[config.mk]
export PLATFORM = sky130hd
export DESIGN_NAME = uart_transmitter
export DESIGN_NICKNAME = d
export VERILOG_FILES = /design/src/rtl/uart_transmitter.sv
export SDC_FILE = /design/constraint.sdc
export NUM_CORES = 1
export LEC_CHECK = 0
export CORE_ASPECT_RATIO = 1.1
export CORE_MARGIN = 4
export CORE_UTILIZATION = 30
export CTS_CLUSTER_SIZE = 40
export DETAILED_ROUTE_END_ITERATION = 12
export SLEW_MARGIN = 20
export SYNTH_ARGS = -nofsm -noshare
export SYNTH_HDL_FRONTEND = slang
export SYNTH_SLANG_ARGS = --single-unit
[constraint.sdc]
create_clock -name clk -period 3.45 [get_ports clk]
set_input_delay 0.345 -clock clk [delete_from_list [all_inputs] [get_ports clk]]
set_output_delay 0.345 -clock clk [all_outputs]
set_load 0.01 [all_outputs]
[src/rtl/uart_transmitter.sv]
// UART transmit path: start bit, 8 data bits LSB first, optional even parity, one stop bit.
// Define UART_TX_PARITY_EN to insert the parity bit (11-bit frame); default build sends 10-bit frames.
module uart_transmitter #(
  parameter int BAUD_RATE      = 9600,
  parameter int CLOCK_FREQ     = 50000000,
  parameter int CYCLES_PER_BIT = CLOCK_FREQ / BAUD_RATE
) (
  input  logic       clk,
  input  logic       nRst,
  input  logic       enable,
  input  logic [7:0] data_in,
  input  logic       data_valid,
  output logic       data_ready,
  output logic       Tx,
  output logic       busy,
  output logic       tx_done
);
  localparam int                CNT_W    = $clog2(CYCLES_PER_BIT) + 1;
  localparam logic [CNT_W-1:0]  BIT_LAST = CNT_W'(CYCLES_PER_BIT - 1);
  localparam logic [CNT_W-1:0]  DONE_AT  = CNT_W'(CYCLES_PER_BIT - 2);
  localparam logic [CNT_W-1:0]  CNT_ONE  = CNT_W'(1);

  typedef enum logic [2:0] {
    S_IDLE,
    S_START,
    S_DATA,
`ifdef UART_TX_PARITY_EN
    S_PARITY,
`endif
    S_STOP
  } state_t;

  state_t           state_q;
  logic [CNT_W-1:0] baud_q;
  logic [2:0]       bit_cnt_q;
  logic [7:0]       shift_q;
  logic [7:0]       hold_q;
  logic             hold_full_q;
  logic             data_ready_q;
  logic             tx_q;
  logic             busy_q;
  logic             tx_done_q;
`ifdef UART_TX_PARITY_EN
  logic             parity_q;
`endif

  logic       bit_end;
  logic       stop_end;
  logic       accept;
  logic       load_hold;
  logic       load_direct;
  logic       to_hold;
  logic       hold_full_d;
  logic [7:0] load_byte;

  // A new frame starts from IDLE or straight out of the last stop cycle, so queued bytes leave no gap.
  always_comb begin
    bit_end     = (baud_q == BIT_LAST);
    stop_end    = (state_q == S_STOP) && bit_end;
    accept      = data_valid && data_ready_q;
    load_hold   = hold_full_q && ((state_q == S_IDLE) || stop_end);
    load_direct = accept && !hold_full_q && ((state_q == S_IDLE) || stop_end);
    to_hold     = accept && !load_direct;
    hold_full_d = (hold_full_q && !load_hold) || to_hold;
    load_byte   = load_hold ? hold_q : data_in;
  end

  always_ff @(posedge clk or negedge nRst) begin
    if (!nRst) begin
      state_q      <= S_IDLE;
      baud_q       <= '0;
      bit_cnt_q    <= '0;
      shift_q      <= '0;
      hold_q       <= '0;
      hold_full_q  <= 1'b0;
      data_ready_q <= 1'b1;
      tx_q         <= 1'b1;
      busy_q       <= 1'b0;
      tx_done_q    <= 1'b0;
`ifdef UART_TX_PARITY_EN
      parity_q     <= 1'b0;
`endif
    end else if (!enable) begin
      state_q      <= S_IDLE;
      baud_q       <= '0;
      bit_cnt_q    <= '0;
      hold_full_q  <= 1'b0;
      data_ready_q <= 1'b1;
      tx_q         <= 1'b1;
      busy_q       <= 1'b0;
      tx_done_q    <= 1'b0;
    end else begin
      hold_full_q  <= hold_full_d;
      data_ready_q <= !hold_full_d;
      // Registered one cycle early so the pulse lines up with the final stop-bit cycle.
      tx_done_q    <= (state_q == S_STOP) && (baud_q == DONE_AT);
      if (to_hold) begin
        hold_q <= data_in;
      end

      if (load_hold || load_direct) begin
        state_q   <= S_START;
        shift_q   <= load_byte;
        baud_q    <= '0;
        bit_cnt_q <= '0;
        tx_q      <= 1'b0;
        busy_q    <= 1'b1;
`ifdef UART_TX_PARITY_EN
        parity_q  <= ^load_byte;
`endif
      end else if (state_q == S_IDLE) begin
        baud_q <= '0;
        tx_q   <= 1'b1;
        busy_q <= 1'b0;
      end else begin
        baud_q <= bit_end ? '0 : baud_q + CNT_ONE;
        if (bit_end) begin
          case (state_q)
            S_START: begin
              state_q <= S_DATA;
              tx_q    <= shift_q[0];
            end
            S_DATA: begin
              if (bit_cnt_q == 3'd7) begin
`ifdef UART_TX_PARITY_EN
                state_q <= S_PARITY;
                tx_q    <= parity_q;
`else
                state_q <= S_STOP;
                tx_q    <= 1'b1;
`endif
              end else begin
                shift_q   <= {1'b0, shift_q[7:1]};
                tx_q      <= shift_q[1];
                bit_cnt_q <= bit_cnt_q + 3'd1;
              end
            end
`ifdef UART_TX_PARITY_EN
            S_PARITY: begin
              state_q <= S_STOP;
              tx_q    <= 1'b1;
            end
`endif
            S_STOP: begin
              state_q <= S_IDLE;
              tx_q    <= 1'b1;
              busy_q  <= 1'b0;
            end
            default: begin
              state_q <= S_IDLE;
              tx_q    <= 1'b1;
              busy_q  <= 1'b0;
            end
          endcase
        end
      end
    end
  end

  assign data_ready = data_ready_q;
  assign Tx         = tx_q;
  assign busy       = busy_q;
  assign tx_done    = tx_done_q;

endmodule

==> metrics.txt, run 1 <==
status completed; Port Buffers 15; share of layout cells above drive strength 1 10.7%; initial antenna violation count 0; setup TNS 0 ns; R2R cell count 4; Worst R2R End hold_q[7]; global route total overflow 0; VDD IR-drop max 0.000219 V; Reg2Reg Setup Slack 1.01 ns; CTS max path bufs 2; vias in the first global route 1338; Initial Utilization 31.5%; Post-layout nets 234; Critical Path Source Type flip-flop; most frequent cells in the layout dfrtp_1 (38), nor2_1 (23), a21oi_1 (18); CTS Buf Count 5; post-place setup slack 1.03 ns; Worst-Margin Slew 0.890 ns; Leakage Power 1.02 nW; max_cap viols 0; multi-input logic area 1030 um^2; FF/Latch Area 1000 um^2; #FFs+latches synth 40; area delta synth->final 13.1%; critical path capture point type flip-flop; GP Congestion 0.783; number of library cell types mapped by synthesis 43; Post-Syn Nets 222; Final HPWL DP 2.78 mm; Hold Path Class primary input to asynchronous set/reset pin; post-CTS sizing 0; Worst-path clk slew 0.08 ns; DR pass1 iterations 4; crit share post-route 70.7%; power density over cell area 465 nW/um^2; path type of the worst setup path flip-flop to flip-flop; Slew Limit Fails 0; Setup crit start baud_q[9]; Clock Skews 0.00961 ns; drt drc 0; final setup vio count 0; initial detailed-routing violation count 87; sequential element share of the synthesized area 47.4%; Syn Area/Cell 10.5 um^2; CTS Root Cell clkbuf_8; RSZ-0062 raised after global routing false; clock sink count 40; # IOs 16; Post-Synthesis Cells 202; Critical Path Fanout Max 11; final worst slack 1.01 ns; final WL 3.96 mm; Vias/cell 4.80; Netlist Area Pre-Place 2120 um^2; Yosys warning count 0; minimum clock period after layout 2.44 ns; n_diodes 0; # fillers 686; max frequency 410 MHz; DIE AREA 8460 um^2; Cell Rows 31; first-pass GRT wire length 6.60 mm; GRT Total Usage 10.1%; Slew Limit Headroom 40.7%; TritonCTS clock tree done; H-Tree Depth 2; setup bufs post-CTS 0; largest net degree at the start of global routing 41; Routed Antenna Nets 0; Vert. Die Dim 96.1 um; Worst-Skew Late Latency 0.29 ns; Hold-fix buffers, CTS 0; most common cell after layout, fill and taps aside dfrtp_1; Final Hold Viols 0; via count 1426; die width 88.1 um; Core ar. 6710 um^2; crit path DAT 2.61 ns; CP Data Required Time 3.62 ns; Avg WL per Cell 13.3 um; r2r startpoint baud_q[9]
## sequential cells by signal, summed over array words and instances (netlist names)
register     cells
baud_q          14
hold_q           8
shift_q          8
bit_cnt_q        3
state_q          2
Tx               1
busy             1
data_ready       1
hold_full_q      1
tx_done          1
## cell usage after synthesis, drive strengths merged
cell | instances | area, um^2
a21boi | 2 | 15.0
nand3 | 10 | 50.1
buf | 4 | 28.8
or3b | 1 | 8.76
nor2 | 23 | 86.3
a2bb2oi | 7 | 61.3
o22a | 1 | 8.76
a21oi | 18 | 90.1
or4b | 1 | 13.8
o211ai | 1 | 21.3
nand2b | 3 | 18.8
and4 | 2 | 17.5
dfrtp | 38 | 951
clkbuf | 6 | 22.5
o41a | 1 | 11.3
o22ai | 1 | 6.26
mux2i | 2 | 20.0
maj3 | 1 | 10.0
o21ai | 3 | 15.0
and2 | 3 | 18.8
nor3b | 7 | 52.6
xor2 | 6 | 52.6
nand4 | 1 | 6.26
nand3b | 1 | 7.51
xnor2 | 7 | 61.3
mux2 | 8 | 120
o21bai | 1 | 7.51
inv | 9 | 33.8
nand2 | 9 | 33.8
nor2b | 2 | 12.5
dfstp | 2 | 52.6
or2 | 1 | 6.26
o221a | 1 | 11.3
nand4bb | 1 | 11.3
ha | 8 | 100
and3 | 7 | 43.8
nor4 | 2 | 18.8
nand4b | 1 | 8.76
## through the flow
step                      power (mW)  hold WS, ns  std cells  instance area [um^2]  utilization [%]
after CTS                       1.13        0.208        297                  2390             35.7
after global routing            1.18        0.259        297                  2390             35.7
after detailed placement       0.829        0.469        289                  2310             34.5
after global placement         0.823        0.466        289                  2310             34.5
after floorplan                0.766       0.0494        202                  2120                -
final                           1.11        0.173        297                  2390             35.7
## per-layer routing
layer | vias up | part of all wire (%) | routed length [um] | track usage (%)
met5 | - | 0 | 0 | 0
met4 | 0 | 1.2 | 47 | 3.40
met3 | 5 | 4.0 | 158 | 2.65
met2 | 21 | 45 | 1800 | 15.2
met1 | 676 | 49 | 1960 | 14.2
li1 | 724 | - | - | -
## cell type report
cell class / count / area share (%)
multi-input combinational: 143 / 42.9
sequential: 40 / 41.9
timing repair buffer: 15 / 6.06
tap: 82 / 4.29
clock buffer: 7 / 3.19
inverter: 9 / 1.41
clock inverter: 1 / 0.209
## worst max-delay path: stages (launching register included)
cell,delay [ns]
dfrtp_1,0.40
or4b_4,0.56
o41a_1,0.56
o211ai_4,0.46
mux2_4,0.34
## logic make-up after synthesis
| group | after synthesis | synth area share [%] |
|---|---|---|
| simple gates | 75 | 19.6 |
| flops | 40 | 47.4 |
| compound gates | 36 | 11.7 |
| buf+inv | 19 | 4.02 |
| xor+xnor | 13 | 5.38 |
| mux | 10 | 6.62 |
| fa+ha+maj | 9 | 5.20 |
## power by group
part | internal [mW] | switching (mW)
clock | 0.142 | 0.154
combinational | 0.121 | 0.0938
sequential | 0.552 | 0.0508
## worst max path at each step
stage / end / slack [ns]
2_1_floorplan: hold_q[0] / 1.21
3_3_place_gp: hold_q[7] / 1.05
3_5_place_dp: hold_q[3] / 1.03
4_1_cts: hold_q[3] / 1.01
5_1_grt: hold_q[3] / 0.91
6_report: hold_q[7] / 1.01
Power figures use the tool's default switching activity.
==> run 2, diff against run 1 <==
Clock period 3.45 ns to 2.1 ns, I/O delays scaled along.
==> run 2 against run 1 <==
Net effect:
- maximum frequency rose by 13%
- setup slack got worse by 1.1 ns
- count of clock-buffer cells in the layout fell by 1
- via count rose by 7.8%
- first-iteration DRC count fell by 32%
- total power rose by 77%
- final area rose by 12%
- global-route usage rose by 1.6 points
- the flow now finishes with violations (negative setup slack)
- clock power rose by 86%
- critical endpoint is now hold_q[6]
- final cell count rose by 8.1%
==> metrics.txt, run 2 (same netlist as run 1, synthesis figures left out) <==
RSZ-0062 raised after global routing true; top flop regs baud_q: 14 flops, hold_q: 8 flops, shift_q: 8 flops; Critical Path Fanout Max 8; Critical Path End hold_q[6]; # IOs 16; DR pass1 iterations 6; DIE AREA 8460 um^2; Worst-path clk slew 0.08 ns; Clock power frac 27.9%; CTS Root Cell clkbuf_8; crit share post-route 102%; vias in the first global route 1594; TritonCTS clock tree done; n_diodes 0; setup TNS -0.361 ns; r2r startpoint baud_q[11]; Port Buffers 15; most frequent cells in the layout dfrtp_1 (38), nor2_1 (23), buf_4 (21); max frequency 465 MHz; Setup crit start baud_q[11]; CP Data Required Time 2.29 ns; Initial Utilization 31.5%; Top reg by flops baud_q; Hold Path Class primary input to asynchronous set/reset pin; VDD IR-drop max 0.000407 V; Critical Path Source Type flip-flop; combinational power share 21.5%; area delta synth->final 26.1%; status finished with violations; Worst R2R End hold_q[6]; Internal 1.41 mW; Slew Limit Fails 0; Vias/cell 4.79; Final Hold Viols 0; global route total overflow 0; clock sink count 40; sequential share of power 50.5%; largest net degree at the start of global routing 27; first-pass GRT wire length 7.53 mm; failing checks negative setup slack; Core ar. 6710 um^2; max_cap viols 0; cell area after placement 2450 um^2; Slew Limit Headroom 60.1%; max reg flops 14; Cell Rows 31; CTS Buf Count 5; Leakage Power 1.18 nW; H-Tree Depth 2; Avg WL per Cell 14.3 um; R2R cell count 5; initial antenna violation count 0; minimum clock period after layout 2.15 ns; crit path DAT 2.34 ns; power density over cell area 738 nW/um^2; final WL 4.59 mm; sw power 556 uW; Worst-Margin Slew 0.599 ns; die width 88.1 um; Vert. Die Dim 96.1 um; share of layout cells above drive strength 1 23.0%; Routed Antenna Nets 0; Post-layout nets 258; final worst slack -0.0497 ns; most common cell after layout, fill and taps aside dfrtp_1; Clock Skews 0.00461 ns; final setup vio count 8; via count 1537; Sw Ratio 28.2%; GRT Total Usage 11.7%; path type of the worst setup path flip-flop to flip-flop; critical path capture point type flip-flop; CTS max path bufs 2; initial detailed-routing violation count 59; Final Power 1.97 mW; Final HPWL DP 3.17 mm; Non-Filler Cell Area, Final 2670 um^2; Reg2Reg Setup Slack -0.05 ns; Worst-Skew Late Latency 0.30 ns; GP Congestion 0.738; drt drc 0
## run 2: cell count changes in the layout (fill, tap and decap cells not counted), moves of 2 or more
cell	before	now
a2bb2oi_1	7	1
a2bb2oi_2	0	6
buf_4	0	21
clkbuf_1	2	0
clkinvlp_4	0	2
## run 2: layout make-up
cell class                      instances  area (um^2)
Fill cell                             670         4040
Multi-Input combinational cell        144         1100
Sequential cell                        40         1000
Timing Repair Buffer                   38          333
Tap cell                               82          103
Clock buffer                            6         82.6
Inverter                                9         33.8
Clock inverter                          2         15.0
## run 2: what timing repair did
item	CTS	global route
endpoints found under the hold margin	22	0
cloned	0	1
setup buffers	1	4
endpoints found under the setup margin	14	32
hold buffers	1	0
pin swaps	0	3
resized for setup	0	10
## run 2: power by group through the flow
stage          logic (mW)  clock network (mW)  registers, mW
2_1_floorplan       0.278                   0          0.981
3_3_place_gp        0.371                   0           1.00
3_5_place_dp        0.383                   0          0.998
4_1_cts             0.384               0.570          0.987
5_1_grt             0.468               0.606           1.02
6_report            0.424               0.551          0.996
## run 2: how the worst min path moves through the flow
stage / from / slack, ns / to
2_1_floorplan: nRst / -0.09 / baud_q[0]
3_3_place_gp: nRst / 0.25 / baud_q[12]
3_5_place_dp: nRst / 0.26 / tx_done
4_1_cts: Tx / 0.47 / Tx
5_1_grt: Tx / 0.50 / Tx
6_report: nRst / 0.45 / baud_q[3]
## run 2: worst max-delay path, cell delays in order, from the launching register on
cell	delay, ns
dfrtp_1	0.38
or4b_4	0.54
o41a_1	0.43
o211ai_4	0.24
buf_12	0.16
mux2_4	0.30
## run 2: stage by stage
step	utilization (%)	hold slack (ns)	setup WS (ns)	std cells
6_report	39.8	0.454	-0.0497	321
3_5_place_dp	36.5	0.261	-0.0507	306
5_1_grt	39.8	0.503	-0.122	321
3_3_place_gp	36.5	0.250	-0.0213	306
2_1_floorplan	-	-0.0856	-0.102	202
4_1_cts	38.3	0.473	-0.0557	316
## run 2: layer usage
layer	global-route usage (%)	share of wire [%]
met4	3.40	1.3
met3	2.83	3.7
met5	0	0
met1	14.9	46
met2	19.7	49
